## config.mk

```make
export PLATFORM = sky130hd
export DESIGN_NAME = fetch_unit
export DESIGN_NICKNAME = d
export VERILOG_FILES = /design/src/rtl/fetch_unit.sv
export SDC_FILE = /design/constraint.sdc
export NUM_CORES = 1
export LEC_CHECK = 0
export ABC_AREA = 1
export CAP_MARGIN = 10
export CORE_MARGIN = 2
export CORE_UTILIZATION = 40
export DETAILED_ROUTE_END_ITERATION = 10
export PLACE_DENSITY = 0.74
export SYNTH_ARGS = -nofsm -noshare
export SYNTH_HDL_FRONTEND = slang
export SYNTH_SLANG_ARGS = --single-unit
```

## constraint.sdc

```tcl
create_clock -name clk -period 2.3 [get_ports clk]
set_input_delay 0.23 -clock clk [delete_from_list [all_inputs] [get_ports clk]]
set_output_delay 0.23 -clock clk [all_outputs]
set_load 0.02 [all_outputs]
```

## src/rtl/fetch_unit.sv

```systemverilog
// Instruction fetch stage: owns the PC, addresses instruction memory, registers IF/ID with sticky PC fault.
// Latency 1 cycle (word at pc lands in if_instr on the next edge); stall holds everything, redirect flushes.
module fetch_unit #(
  parameter int                    DATA_WIDTH = 32,
  parameter int                    ADDR_WIDTH = 6,
  parameter int                    MEM_SIZE   = 64,
  parameter logic [DATA_WIDTH-1:0] RESET_PC   = '0
) (
  input  logic                  clk,
  input  logic                  rst_n,
  input  logic                  stall,
  input  logic                  redirect,
  input  logic [DATA_WIDTH-1:0] redirect_pc,
  output logic [ADDR_WIDTH-1:0] instr_addr,
  input  logic [DATA_WIDTH-1:0] instr,
  output logic [DATA_WIDTH-1:0] pc,
  output logic [DATA_WIDTH-1:0] if_instr,
  output logic [DATA_WIDTH-1:0] if_pc,
  output logic [DATA_WIDTH-1:0] if_pc_plus4,
  output logic                  if_valid,
  output logic                  fault,
  output logic [DATA_WIDTH-1:0] fault_pc,
  output logic [31:0]           fetch_count
);

  localparam logic [DATA_WIDTH-1:0] PC_LIMIT = DATA_WIDTH'(MEM_SIZE * 4);
  localparam logic [DATA_WIDTH-1:0] FOUR     = DATA_WIDTH'(4);

  typedef enum logic [1:0] {
    BOOT  = 2'd0,
    RUN   = 2'd1,
    FAULT = 2'd2
  } state_t;

  state_t                  state, state_nx;
  logic [DATA_WIDTH-1:0]   pc_nx, if_instr_nx, if_pc_nx, if_pc_plus4_nx, fault_pc_nx;
  logic                    if_valid_nx, fault_nx;
  logic [31:0]             fetch_count_nx;
  logic                    pc_bad, rpc_bad;

  // Full-width compare so stray upper PC bits are caught rather than aliased.
  assign pc_bad     = (pc[1:0] != 2'b00) || (pc >= PC_LIMIT);
  assign rpc_bad    = (redirect_pc[1:0] != 2'b00) || (redirect_pc >= PC_LIMIT);
  assign instr_addr = pc[ADDR_WIDTH+1:2];

  always_comb begin
    state_nx       = state;
    pc_nx          = pc;
    if_instr_nx    = if_instr;
    if_pc_nx       = if_pc;
    if_pc_plus4_nx = if_pc_plus4;
    if_valid_nx    = if_valid;
    fault_nx       = fault;
    fault_pc_nx    = fault_pc;
    fetch_count_nx = fetch_count;
    case (state)
      BOOT: begin
        state_nx    = RUN;
        if_valid_nx = 1'b0;
      end
      RUN: begin
        if (pc_bad) begin
          state_nx    = FAULT;
          fault_nx    = 1'b1;
          fault_pc_nx = pc;
          if_valid_nx = 1'b0;
        end else if (redirect && rpc_bad) begin
          state_nx    = FAULT;
          fault_nx    = 1'b1;
          fault_pc_nx = redirect_pc;
          if_valid_nx = 1'b0;
        end else if (redirect) begin
          pc_nx       = redirect_pc;
          if_valid_nx = 1'b0;
        end else if (!stall) begin
          if_instr_nx    = instr;
          if_pc_nx       = pc;
          if_pc_plus4_nx = pc + FOUR;
          if_valid_nx    = 1'b1;
          pc_nx          = pc + FOUR;
          fetch_count_nx = fetch_count + 32'd1;
        end
      end
      FAULT: begin
        if_valid_nx = 1'b0;
        fault_nx    = 1'b1;
      end
      default: state_nx = BOOT;
    endcase
  end

  always_ff @(posedge clk or negedge rst_n) begin
    if (!rst_n) begin
      state       <= BOOT;
      pc          <= RESET_PC;
      if_instr    <= '0;
      if_pc       <= '0;
      if_pc_plus4 <= FOUR;
      if_valid    <= 1'b0;
      fault       <= 1'b0;
      fault_pc    <= '0;
      fetch_count <= '0;
    end else begin
      state       <= state_nx;
      pc          <= pc_nx;
      if_instr    <= if_instr_nx;
      if_pc       <= if_pc_nx;
      if_pc_plus4 <= if_pc_plus4_nx;
      if_valid    <= if_valid_nx;
      fault       <= fault_nx;
      fault_pc    <= fault_pc_nx;
      fetch_count <= fetch_count_nx;
    end
  end

endmodule

```

# Word-level counts from Yosys, hierarchy flattened
# Cells that the tools add are included.
# word_totals
n_memories,0
output_inout_bits,200
regBits,196
ram_bits,0
rom_bits,0
latchBits,0
word_cells,54
in_bits,68
# classes
eq_ne,5
bitwise,5
n_div,0
reduce_logical,16
n_addsub,2
mux,15
magnitude_cmp,2
shifts,0
multipliers,0
# ops
operator,count
$mux 32,4
$ge 32x9->1 const B,2
$add 32x1->32 const B,1
$add 32x3->32 const B,1
$reduce_bool 2->1,5
$reduce_and 2->1,4
$mux 1,6
$pmux 2 s3,1
$ne 5x5->1 const B,1
$not 1->1,5
$reduce_and 5->1,1
$mux 2,2
$pmux 1 s2,2
$reduce_and 4->1,1
$ne 3x3->1 const B,1
$eq 2x1->1 const B,1
$eq 2x2->1 const B,1
$logic_not 2->1,1
$logic_or 1x1->1,2
$ne 2x1->1 const B,1
$reduce_or 2->1,1
$logic_and 1x1->1,1

# Longest topological paths before layout
# depth
ltp_word,6
ltp_mapped,14
depth_no_buf,13

# Least setup slack after synthesis
# No wires, ideal clock.
# synth_path
path_type,register to register
start,register pc[2]
end,register fetch_count[1]
n_path_buf,2
setup_slack_ns,0.401
synth_period_minus_slack_ns,1.899
stages_incl_launch_ff,15
required_ns,2.183
t_arrival_ns,1.783
setup_time_ns,0.117
cell_sequence,dfrtp_1 inv_1 ha_1 inv_1 nor2_1 nand2_1 nor2_2 nor2_4 nand3_4 nor2_2 nand2_1 buf_6 buf_6 nand2_1 nand2_1
# synth_between
elab_chain_cells,4
# synth_rtl
element,line_no,text
"start, declared",16,"output logic [DATA_WIDTH-1:0] pc,"
"start signal, assigned",105,pc <= pc_nx;
$ge 32x9->1,42,assign pc_bad = (pc[1:0] != 2'b00) || (pc >= PC_LIMIT);
$logic_or 1x1->1,42,
$not 1->1 (no source line),-,
$reduce_and 5->1 (no source line),-,
"end signal, assigned",112,fetch_count <= fetch_count_nx;
"end, declared",23,output logic [31:0] fetch_count
# Every way passes these cells.
# A chain may end at the register's enable or synchronous reset.

# Worst setup path after layout
# layout_path
start,register pc[19]
end,register fetch_count[8]
# The elaborated chain is that of the path after synthesis.

==> impl_metrics.yaml <==
status:
  outcome: "finished clean"
setup_path:
  endpoint_kind: "register"
  arrival_ns: 2.40
  r2r_end: "fetch_count[8]$_DFFE_PN0P_"
  start_kind: "register"
  worstPathRequired_ns: 2.61
  max_stage_delay_ns: 0.42
  crit_path_frequent_cell: "nand2_1"
  rr_startpoint: "pc[19]$_DFFE_PN0P_"
  worstPathCellList: "nor2_1 -> nand3_1 -> nor2_4 -> inv_2 -> nor2_8 -> nand4_4 -> nand2_1 -> nand2_1"
  regToRegSetupSlack_ns: 0.21
  r2r.worst_path.cells: 8
  crit_type: "reg2reg"
  path_max_fanout: 26
  worst-path-buf-inv: 1
  cp_slowest_cell: "dfrtp_1"
  worst_path_dominant_cell_family: "simple AND/OR/NAND/NOR gates"
route:
  drt-total-wl_um: 23800
  viasPerCell: 4.65
  antenna_left: 0
  wl_per_cell_um: 14.5
  drt_iter0_markers: 466
  drcViolationCount: 0
  drtPass1Iterations: 5
  num_vias: 7620
logic_synthesis:
  netlist.area_leader.share_pct: 53.9
  yosysWarnings: 0
  synth_edf_count: 0
  ys_seq_elements: 194
  synth_fp_nets: 1180
  syn_avg_cell_area_um2: 8.07
  yosysTopAreaCell: "dfrtp_1"
  synth.area.top_cells: "dfrtp_1, nand2_1, inv_1"
  synthDistinctLibCells: 31
  ys_seq_area_share_pct: 54.2
  synth_ff_type: "dfrtp_1"
  syn_area_um2: 8950
  synthCells: 1109
  ys_async_sr_fraction_pct: 100
timing:
  finalSetupTns_ns: 0
  setup_violations: 0
  worst_pin_slew_ns: 0.623
  slew_headroom_pct: 58.5
  finalCritPeriodShare_pct: 90.8
  fin_skew_ns: 0.0149
  clock.fmax_ghz: 0.479
  slew_violations: 0
  timing.hold.ws_ns: 0.326
  rsz0062_at_grt: "false"
  period_minus_slack_ns: 2.09
  hold_viol_final: 0
final_layout:
  antenna_cells: 0
  layout-drive-gt1-share_pct: 5.82
  fin_util_pct: 56.4
  n_fill_cell: 2002
  finalNonFillerCells: 1638
  fin_nets: 1416
  area_growth_syn_to_layout_pct: 37.9
power_and_ir_drop:
  p_switching_mw: 1.65
  powerDensity_nw_per_um2: 541
  switching_share_pct: 24.8
  p_leak_nw: 6.44
  peakVddDrop_uv: 460
  internal_power_mw: 5.02
  p_comb_share_pct: 3.8
  pwr-share-seq_pct: 51.1
  p_clk_share_pct: 45.1
grt:
  first_global_vias: 7489
  top_usage_layer: "met2"
  grt_usage_pct: 20.3
  use_met3_pct: 4.96
  gr-usage-met1_pct: 27.3
  grt_pass1_wl_um: 38800
  grt_util_met2_pct: 32.9
  grt_overflow: 0
  antenna_found_initial: 0
  grt_max_degree: 72
die:
  die_h_um: 154
  start_util_pct: 40.9
  fp.dieW_um: 154
  ios: 268
  coreArea_um2: 21900
  die-area_um2: 23600
  placementRows: 54
place:
  placed_cells: 1605
  dp_hpwl_um: 17300
  place.gp.congestion: 0.910
  io_buffers: 267
clock_network:
  htreeDepth: 4
  ctsResizeCount: 0
  cts_root_buf: "clkbuf_16"
  worst_skew_pair.late_latency_ns: 0.43
  cts_buffers: 17
  clk_pin_slew_worst_paths_ns: 0.08
  cts_tree: "yes"
  clockBufferDepth: 2
  clock_sinks: 194
hold_path:
  min_delay_path_depth: 3
  min_from: "instr[8]"
  holdPathEnd: "if_instr[8]$_DFFE_PN0P_"
  hold_class: "in2reg"
run:
  maxCapViolCount: 0
power groups by stage:
| stage | logic (mW) | clock network (mW) | registers [mW] |
|---|---|---|---|
| floorplan | 0.0227 | 0 | 3.49 |
| global placement | 0.256 | 0 | 3.48 |
| detailed placement | 0.256 | 0 | 3.48 |
| CTS | 0.259 | 3.10 | 3.41 |
| global route | 0.277 | 3.23 | 3.42 |
| finish | 0.252 | 3.01 | 3.41 |
metrics by stage:
step / total power [mW] / setup slack [ns] / cell area, um2
after floorplan: 3.51 / 0.401 / 8950
after global placement: 3.74 / 0.278 / 11700
after CTS: 6.77 / 0.211 / 12300
after global routing: 6.92 / 0.0574 / 12300
after detailed placement: 3.74 / 0.234 / 11700
final: 6.68 / 0.211 / 12300
Yosys cell counts, drive strengths merged (5+ instances only):
cell type / n
buf: 44
clkbuf: 25
dfrtp: 193
inv: 118
mux2i: 5
nand2: 505
nand3: 63
nand3b: 7
nand4: 10
nor2: 85
nor3: 13
o21ai: 15
xor2: 14
worst register-to-register path: cells and delay by family (launching register included):
kind	cells	cell delay, ns
AND/OR/NAND/NOR	7	1.46
buffers and inverters	1	0.08
flip-flops	1	0.42
what timing repair did:
action | in CTS | in global routing
endpoints found under the setup margin | 0 | 0
setup buffers | 0 | 0
hold buffers | 1 | 0
hold endpoints to repair | 67 | 0
flip-flops by register name, indices dropped and copies added, names as in the netlist:
signal and count:
if_pc_plus4 30, fault_pc 32, if_instr 32, if_valid 1
state 2, if_pc 32, fault 1, pc 32
fetch_count 32
cells by family after synthesis:
kind of cell	Yosys count	synth area share [%]
buffers and inverters	187	10.2
multiplexers	5	0.559
flip-flops	194	54.2
adder cells (fa/ha/maj)	3	0.419
AND/OR/NAND/NOR	685	31.5
XOR/XNOR	17	1.66
AO/OA/AOI/OAI	18	1.37
how the worst max path moves through the flow:
| stage | startpoint | depth (start not counted) | end |
|---|---|---|---|
| 3_3_place_gp | pc[19]$_DFFE_PN0P_ | 8 | fetch_count[14]$_DFFE_PN0P_ |
| 5_1_grt | pc[5]$_DFFE_PN0P_ | 9 | fetch_count[14]$_DFFE_PN0P_ |
| 3_5_place_dp | pc[19]$_DFFE_PN0P_ | 8 | fetch_count[31]$_DFFE_PN0P_ |
| 6_report | pc[19]$_DFFE_PN0P_ | 8 | fetch_count[8]$_DFFE_PN0P_ |
| 2_1_floorplan | pc[2]$_DFFE_PN0P_ | 14 | fetch_count[1]$_DFFE_PN0P_ |
| 4_1_cts | pc[19]$_DFFE_PN0P_ | 8 | fetch_count[8]$_DFFE_PN0P_ |
layout by cell type, fill, tap and decap left out, types with 4 or more instances in the layout:
| master | netlist | layout |
|---|---|---|
| nor2_1 | 77 | 77 |
| dfrtp_1 | 193 | 193 |
| inv_8 | 0 | 5 |
| inv_2 | 4 | 4 |
| buf_4 | 12 | 12 |
| nand2_1 | 503 | 502 |
| buf_12 | 0 | 6 |
| clkinv_8 | 0 | 4 |
| nor3_1 | 13 | 13 |
| xor2_1 | 14 | 14 |
| nand3_1 | 60 | 60 |
| clkbuf_16 | 0 | 17 |
| nor2_4 | 3 | 4 |
| nand4_1 | 9 | 9 |
| o21ai_0 | 7 | 7 |
| mux2i_1 | 5 | 5 |
| inv_1 | 114 | 114 |
| o21ai_2 | 8 | 8 |
| nand3b_1 | 7 | 7 |
| clkdlybuf4s50_1 | 0 | 266 |
routing by layer:
metal  routed length, um  part of all wire [%]
met5                   0                     0
met4                 435                   1.8
met3                1710                   7.2
met2               10900                    46
met1               10700                    45
area by class of cell:
cell class | count | area [um2] | share of cell area [%]
Sequential cell | 194 | 4860 | 39.3
Clock inverter | 15 | 176 | 1.43
Inverter | 118 | 443 | 3.59
Timing Repair Buffer | 286 | 2900 | 23.5
Clock buffer | 17 | 425 | 3.45
Multi-Input combinational cell | 728 | 3200 | 25.9
Tap cell | 280 | 350 | 2.84
Note: power is estimated with default switching activity, not from simulation.
==> variant 1: new RTL, same settings <==
Take the reset off `if_instr` and load it in a clocked block of its own.
--- a/src/rtl/fetch_unit.sv
+++ b/src/rtl/fetch_unit.sv
@@ -94,5 +94,4 @@
       state       <= BOOT;
       pc          <= RESET_PC;
-      if_instr    <= '0;
       if_pc       <= '0;
       if_pc_plus4 <= FOUR;
@@ -104,5 +103,4 @@
       state       <= state_nx;
       pc          <= pc_nx;
-      if_instr    <= if_instr_nx;
       if_pc       <= if_pc_nx;
       if_pc_plus4 <= if_pc_plus4_nx;
@@ -114,4 +112,8 @@
   end
 
+  always_ff @(posedge clk) begin
+    if_instr <= if_instr_nx;
+  end
+
 endmodule
 
Function: differs if rst_n is asserted again (counterexample within 4 cycles, from zero or initial values and one cycle with rst_n low); with rst_n held inactive, the same outputs for 4 cycles.
==> variant 1 against the original RTL <==
  * First-iteration DRC count fell by 16%
  * Worst setup slack gained 0.037 ns
  * Critical endpoint is now fault_pc[9]$_DFFE_PN0P_
  * Power is 1.5% higher
  * Final area fell by 2.1%
  * Sequential cell count stayed put
  * Largest power group unchanged
  * Wire length decreased by 3.8%
  * Cell count down 6.3%
  * Highest routed layer unchanged
  * Area after synthesis down 4.6%
==> variant 1: results (changes against the original RTL) <==
status: "complete, no violations"  # unchanged
grt_first_pass_wirelength_um: 36100  # was 38800 um
ir_worst_vdd_mv: 0.487  # was 0.460 mV
leakage_nw: 5.95  # was 6.44 nW
pre_cts_ws_ns: 0.167  # was 0.234 ns
n_fill_cell: 1880  # was 2002
setup_slack_ns: 0.247  # was 0.211 ns
fin_hold_ws_ns: 0.313  # was 0.326 ns
synth-adder-area-share_pct: 0.440  # was 0.419%
drive_gt1_share_pct: 6.35  # was 5.82%
synth_edf_count: 32  # was 0
power_density_nw_per_um2: 561  # was 541 nW/um^2
cp_data_arrival_time_ns: 2.42  # was 2.40 ns
place_congestion: 0.919  # was 0.910
routedWlPerCell_um: 14.9  # was 14.5 um
synth_compound_area_share_pct: 1.11  # was 1.37%
multi_input_cells: 638  # was 728
clkPwrFrac_pct: 45.4  # was 45.1%
synth_top_cells_by_area: "dfrtp_1, nand2_1, edfxtp_1"  # was dfrtp_1, nand2_1, inv_1
regArea_sq_um: 5020  # was 4860 sq um
inverters: 103  # was 118
cp_max_fo: 19  # was 26
p_seq_share_pct: 51.4  # was 51.1%
reg2reg_depth: 13  # was 8
grt_pass1_vias: 6777  # was 7489
grtUsageTotal_pct: 20.6  # was 20.3%
skew_ns: 0.0162  # was 0.0149 ns
async_reset_ff_share_pct: 83.5  # was 100%
worst_pin_slew_ns: 0.500  # was 0.623 ns
grt_max_degree: 57  # was 72
avgViaCountPerCell: 4.64  # was 4.65
multi_input_area_sq_um: 2810  # was 3200 sq um
r2r-end: "fault_pc[9]$_DFFE_PN0P_"  # was fetch_count[8]$_DFFE_PN0P_
seq_cells: 194  # unchanged
synth_fp_nets: 1068  # was 1180
ys_top_cells_by_count: "nand2_1, dfrtp_1, inv_1"  # unchanged
synthMuxAreaShare_pct: 0.469  # was 0.559%
nonClkBufAreaFrac_pct: 24.1  # was 23.5%
nonClockBufferCount: 293  # was 286
final-clk-cell-share_pct: 5.03  # was 4.88%
p_int_mw: 5.19  # was 5.02 mW
synth-xor-area-share_pct: 1.95  # was 1.66%
[variant 1: worst max-delay path: stages (launching register included)]
cell,delay [ns]
dfrtp_1,0.35
inv_1,0.06
ha_1,0.20
nand2_1,0.06
nor2_1,0.05
nand2_1,0.12
nand3_1,0.13
nor2_4,0.20
buf_4,0.25
nand2_2,0.10
nand2_2,0.07
buf_4,0.24
nand2_1,0.08
nand2_1,0.08
[variant 1: metal layers]
layer,vias up,wire length (um),GRT usage (%)
met3,28,2090,7.00
li1,3537,-,-
met5,-,0,0
met1,3283,9920,26.9
met2,274,10500,33.2
met4,0,341,5.19
[variant 1: stage by stage]
stage	area, sq um	std cells
finish	12100	1535
global route	12100	1535
CTS	12100	1535
detailed placement	11500	1502
global placement	11500	1502
floorplan	8540	997
[variant 1: timing repair]
action                     in CTS  in global routing
gates resized for setup         0                  1
hold buffers                    1                  0
hold endpoints to repair       51                  0
buffers inserted                0                  0
setup endpoints to repair       0                  7
==> variant 2: new RTL, same settings <==
Made on the original files. Change the parameter `ADDR_WIDTH` from 6 to 5.
--- a/src/rtl/fetch_unit.sv
+++ b/src/rtl/fetch_unit.sv
@@ -3,5 +3,5 @@
 module fetch_unit #(
   parameter int                    DATA_WIDTH = 32,
-  parameter int                    ADDR_WIDTH = 6,
+  parameter int                    ADDR_WIDTH = 5,
   parameter int                    MEM_SIZE   = 64,
   parameter logic [DATA_WIDTH-1:0] RESET_PC   = '0
Interface: changed (resized instr_addr); port bits go from 268 to 267. No check against the original RTL was run, so the function may have changed too.
==> variant 2 against the original RTL <==
  * Sequential cell count stayed put
  * Global-route usage is 0.11 points higher
  * Sequential share of layout area stayed put
  * Worst setup slack better by 0.028 ns
  * Area after synthesis hardly changed
  * Power is 0.15% higher
  * Wire length is 0.75% lower
  * Final area stayed put
==> variant 2: results (changes against the original RTL) <==
status: "complete, no violations"  # unchanged
htree_levels: 4  # unchanged
synth_fp_nets: 1179  # was 1180
max_stage_delay_ns: 0.42  # about the same
routedWlPerCell_um: 14.4  # was 14.5 um
cp-startpoint: "pc[20]$_DFFE_PN0P_"  # was pc[19]$_DFFE_PN0P_
hpwl_um: 17300  # about the same
clock_path_buffers: 2  # unchanged
met3_usage_pct: 6.03  # was 4.96%
ys_warn_count: 0  # unchanged
r2r-end: "fetch_count[27]$_DFFE_PN0P_"  # was fetch_count[8]$_DFFE_PN0P_
drive_gt1_share_pct: 6.03  # was 5.82%
ys_seq_area_share_pct: 54.3  # was 54.2%
pre_cts_ws_ns: 0.217  # was 0.234 ns
cp_data_arrival_time_ns: 2.38  # was 2.40 ns
drt_iter0_drc: 584  # was 466
place_congestion: 0.901  # was 0.910
leakage_nw: 6.45  # was 6.44 nW
setup_slack_ns: 0.239  # was 0.211 ns
cts_buffers: 17  # unchanged
synth_top_cells_by_area: "dfrtp_1, nand2_1, inv_1"  # unchanged
avgViaCountPerCell: 4.64  # was 4.65
grt_max_degree: 67  # was 72
portBuffers: 266  # was 267
layout.nets: 1418  # was 1416
use_met2_pct: 32.3  # was 32.9%
grt_pass1_vias: 7600  # was 7489
use_met1_pct: 27.0  # was 27.3%
ir_worst_vdd_mv: 0.377  # was 0.460 mV
critical-path-slowest-cell: "dfrtp_1"  # unchanged
async_reset_ff_share_pct: 100  # unchanged
synth_top_area_share_pct: 54.0  # was 53.9%
skew_ns: 0.0146  # was 0.0149 ns
grtUsageTotal_pct: 20.4  # was 20.3%
post_cts_buffers: 0  # unchanged
relSlewSlack_pct: 63.1  # was 58.5%
grt_first_pass_wirelength_um: 38900  # was 38800 um
clock_latency_ns: 0.43  # about the same
variant 2: worst register-to-register path, cell delays in order (launching register included):
cell and delay, ns:
dfrtp_1 0.42, nor2_1 0.16, nand2_1 0.07, nor2_1 0.21, nand3_2 0.17, nor2_8 0.26
nand4_4 0.41, nand2_1 0.18, nand2_1 0.07
variant 2: layout make-up:
| class | count | area, sq um |
|---|---|---|
| sequential | 194 | 4860 |
| clock buffer | 17 | 425 |
| tap | 280 | 350 |
| fill | 1995 | 9550 |
| inverter | 118 | 443 |
| timing repair buffer | 288 | 2880 |
| clock inverter | 15 | 189 |
| multi-input combinational | 728 | 3200 |
variant 2: logic make-up (layout without fill, tap and decap cells):
family / after synthesis / after routing / share of synthesized area [%]
flip-flops: 194 / 194 / 54.3
XOR/XNOR: 17 / 17 / 1.66
AND/OR/NAND/NOR: 685 / 685 / 31.6
buffers and inverters: 186 / 438 / 10.1
AO/OA/AOI/OAI: 18 / 18 / 1.37
adder cells (fa/ha/maj): 3 / 3 / 0.420
multiplexers: 5 / 5 / 0.559
variant 2: metrics by stage:
stage	hold slack (ns)	setup TNS, ns	std cells	utilization [%]	area, sq um
2_1_floorplan	-0.0656	0	1108	-	8950
3_3_place_gp	0.256	0	1607	53.5	11700
3_5_place_dp	0.261	0	1607	53.5	11700
4_1_cts	0.309	0	1640	56.4	12300
5_1_grt	0.318	-0.00107	1640	56.4	12300
6_report	0.328	0	1640	56.4	12300
variant 2: how the worst min path moves through the flow:
stage / cells past startpoint / start / slack [ns] / to
6_report: 3 / instr[27] / 0.33 / if_instr[27]$_DFFE_PN0P_
5_1_grt: 3 / instr[30] / 0.32 / if_instr[30]$_DFFE_PN0P_
4_1_cts: 3 / instr[7] / 0.31 / if_instr[7]$_DFFE_PN0P_
3_5_place_dp: 1 / rst_n / 0.26 / if_instr[8]$_DFFE_PN0P_
3_3_place_gp: 1 / rst_n / 0.26 / if_instr[8]$_DFFE_PN0P_
2_1_floorplan: 0 / rst_n / -0.07 / fault$_DFFE_PN0P_
variant 2: report_power, final:
| part | internal, mW | leakage [nW] | total [mW] | switching, mW |
|---|---|---|---|---|
| Clock | 1.57 | 0.299 | 3.03 | 1.46 |
| Combinational | 0.127 | 3.48 | 0.245 | 0.118 |
| Sequential | 3.41 | 2.67 | 3.41 | 0.00232 |
variant 2: timing repair:
item | CTS | global route
hold buffers | 1 | 0
setup endpoints to repair | 0 | 1
resized for setup | 0 | 0
endpoints found under the hold margin | 60 | 0
variant 2: metal layers:
layer  up-vias  share of wire [%]
met4         0                2.0
met5         -                  0
met1      3490                 44
met2       278                 46
met3        37                7.9
li1       3801                  -
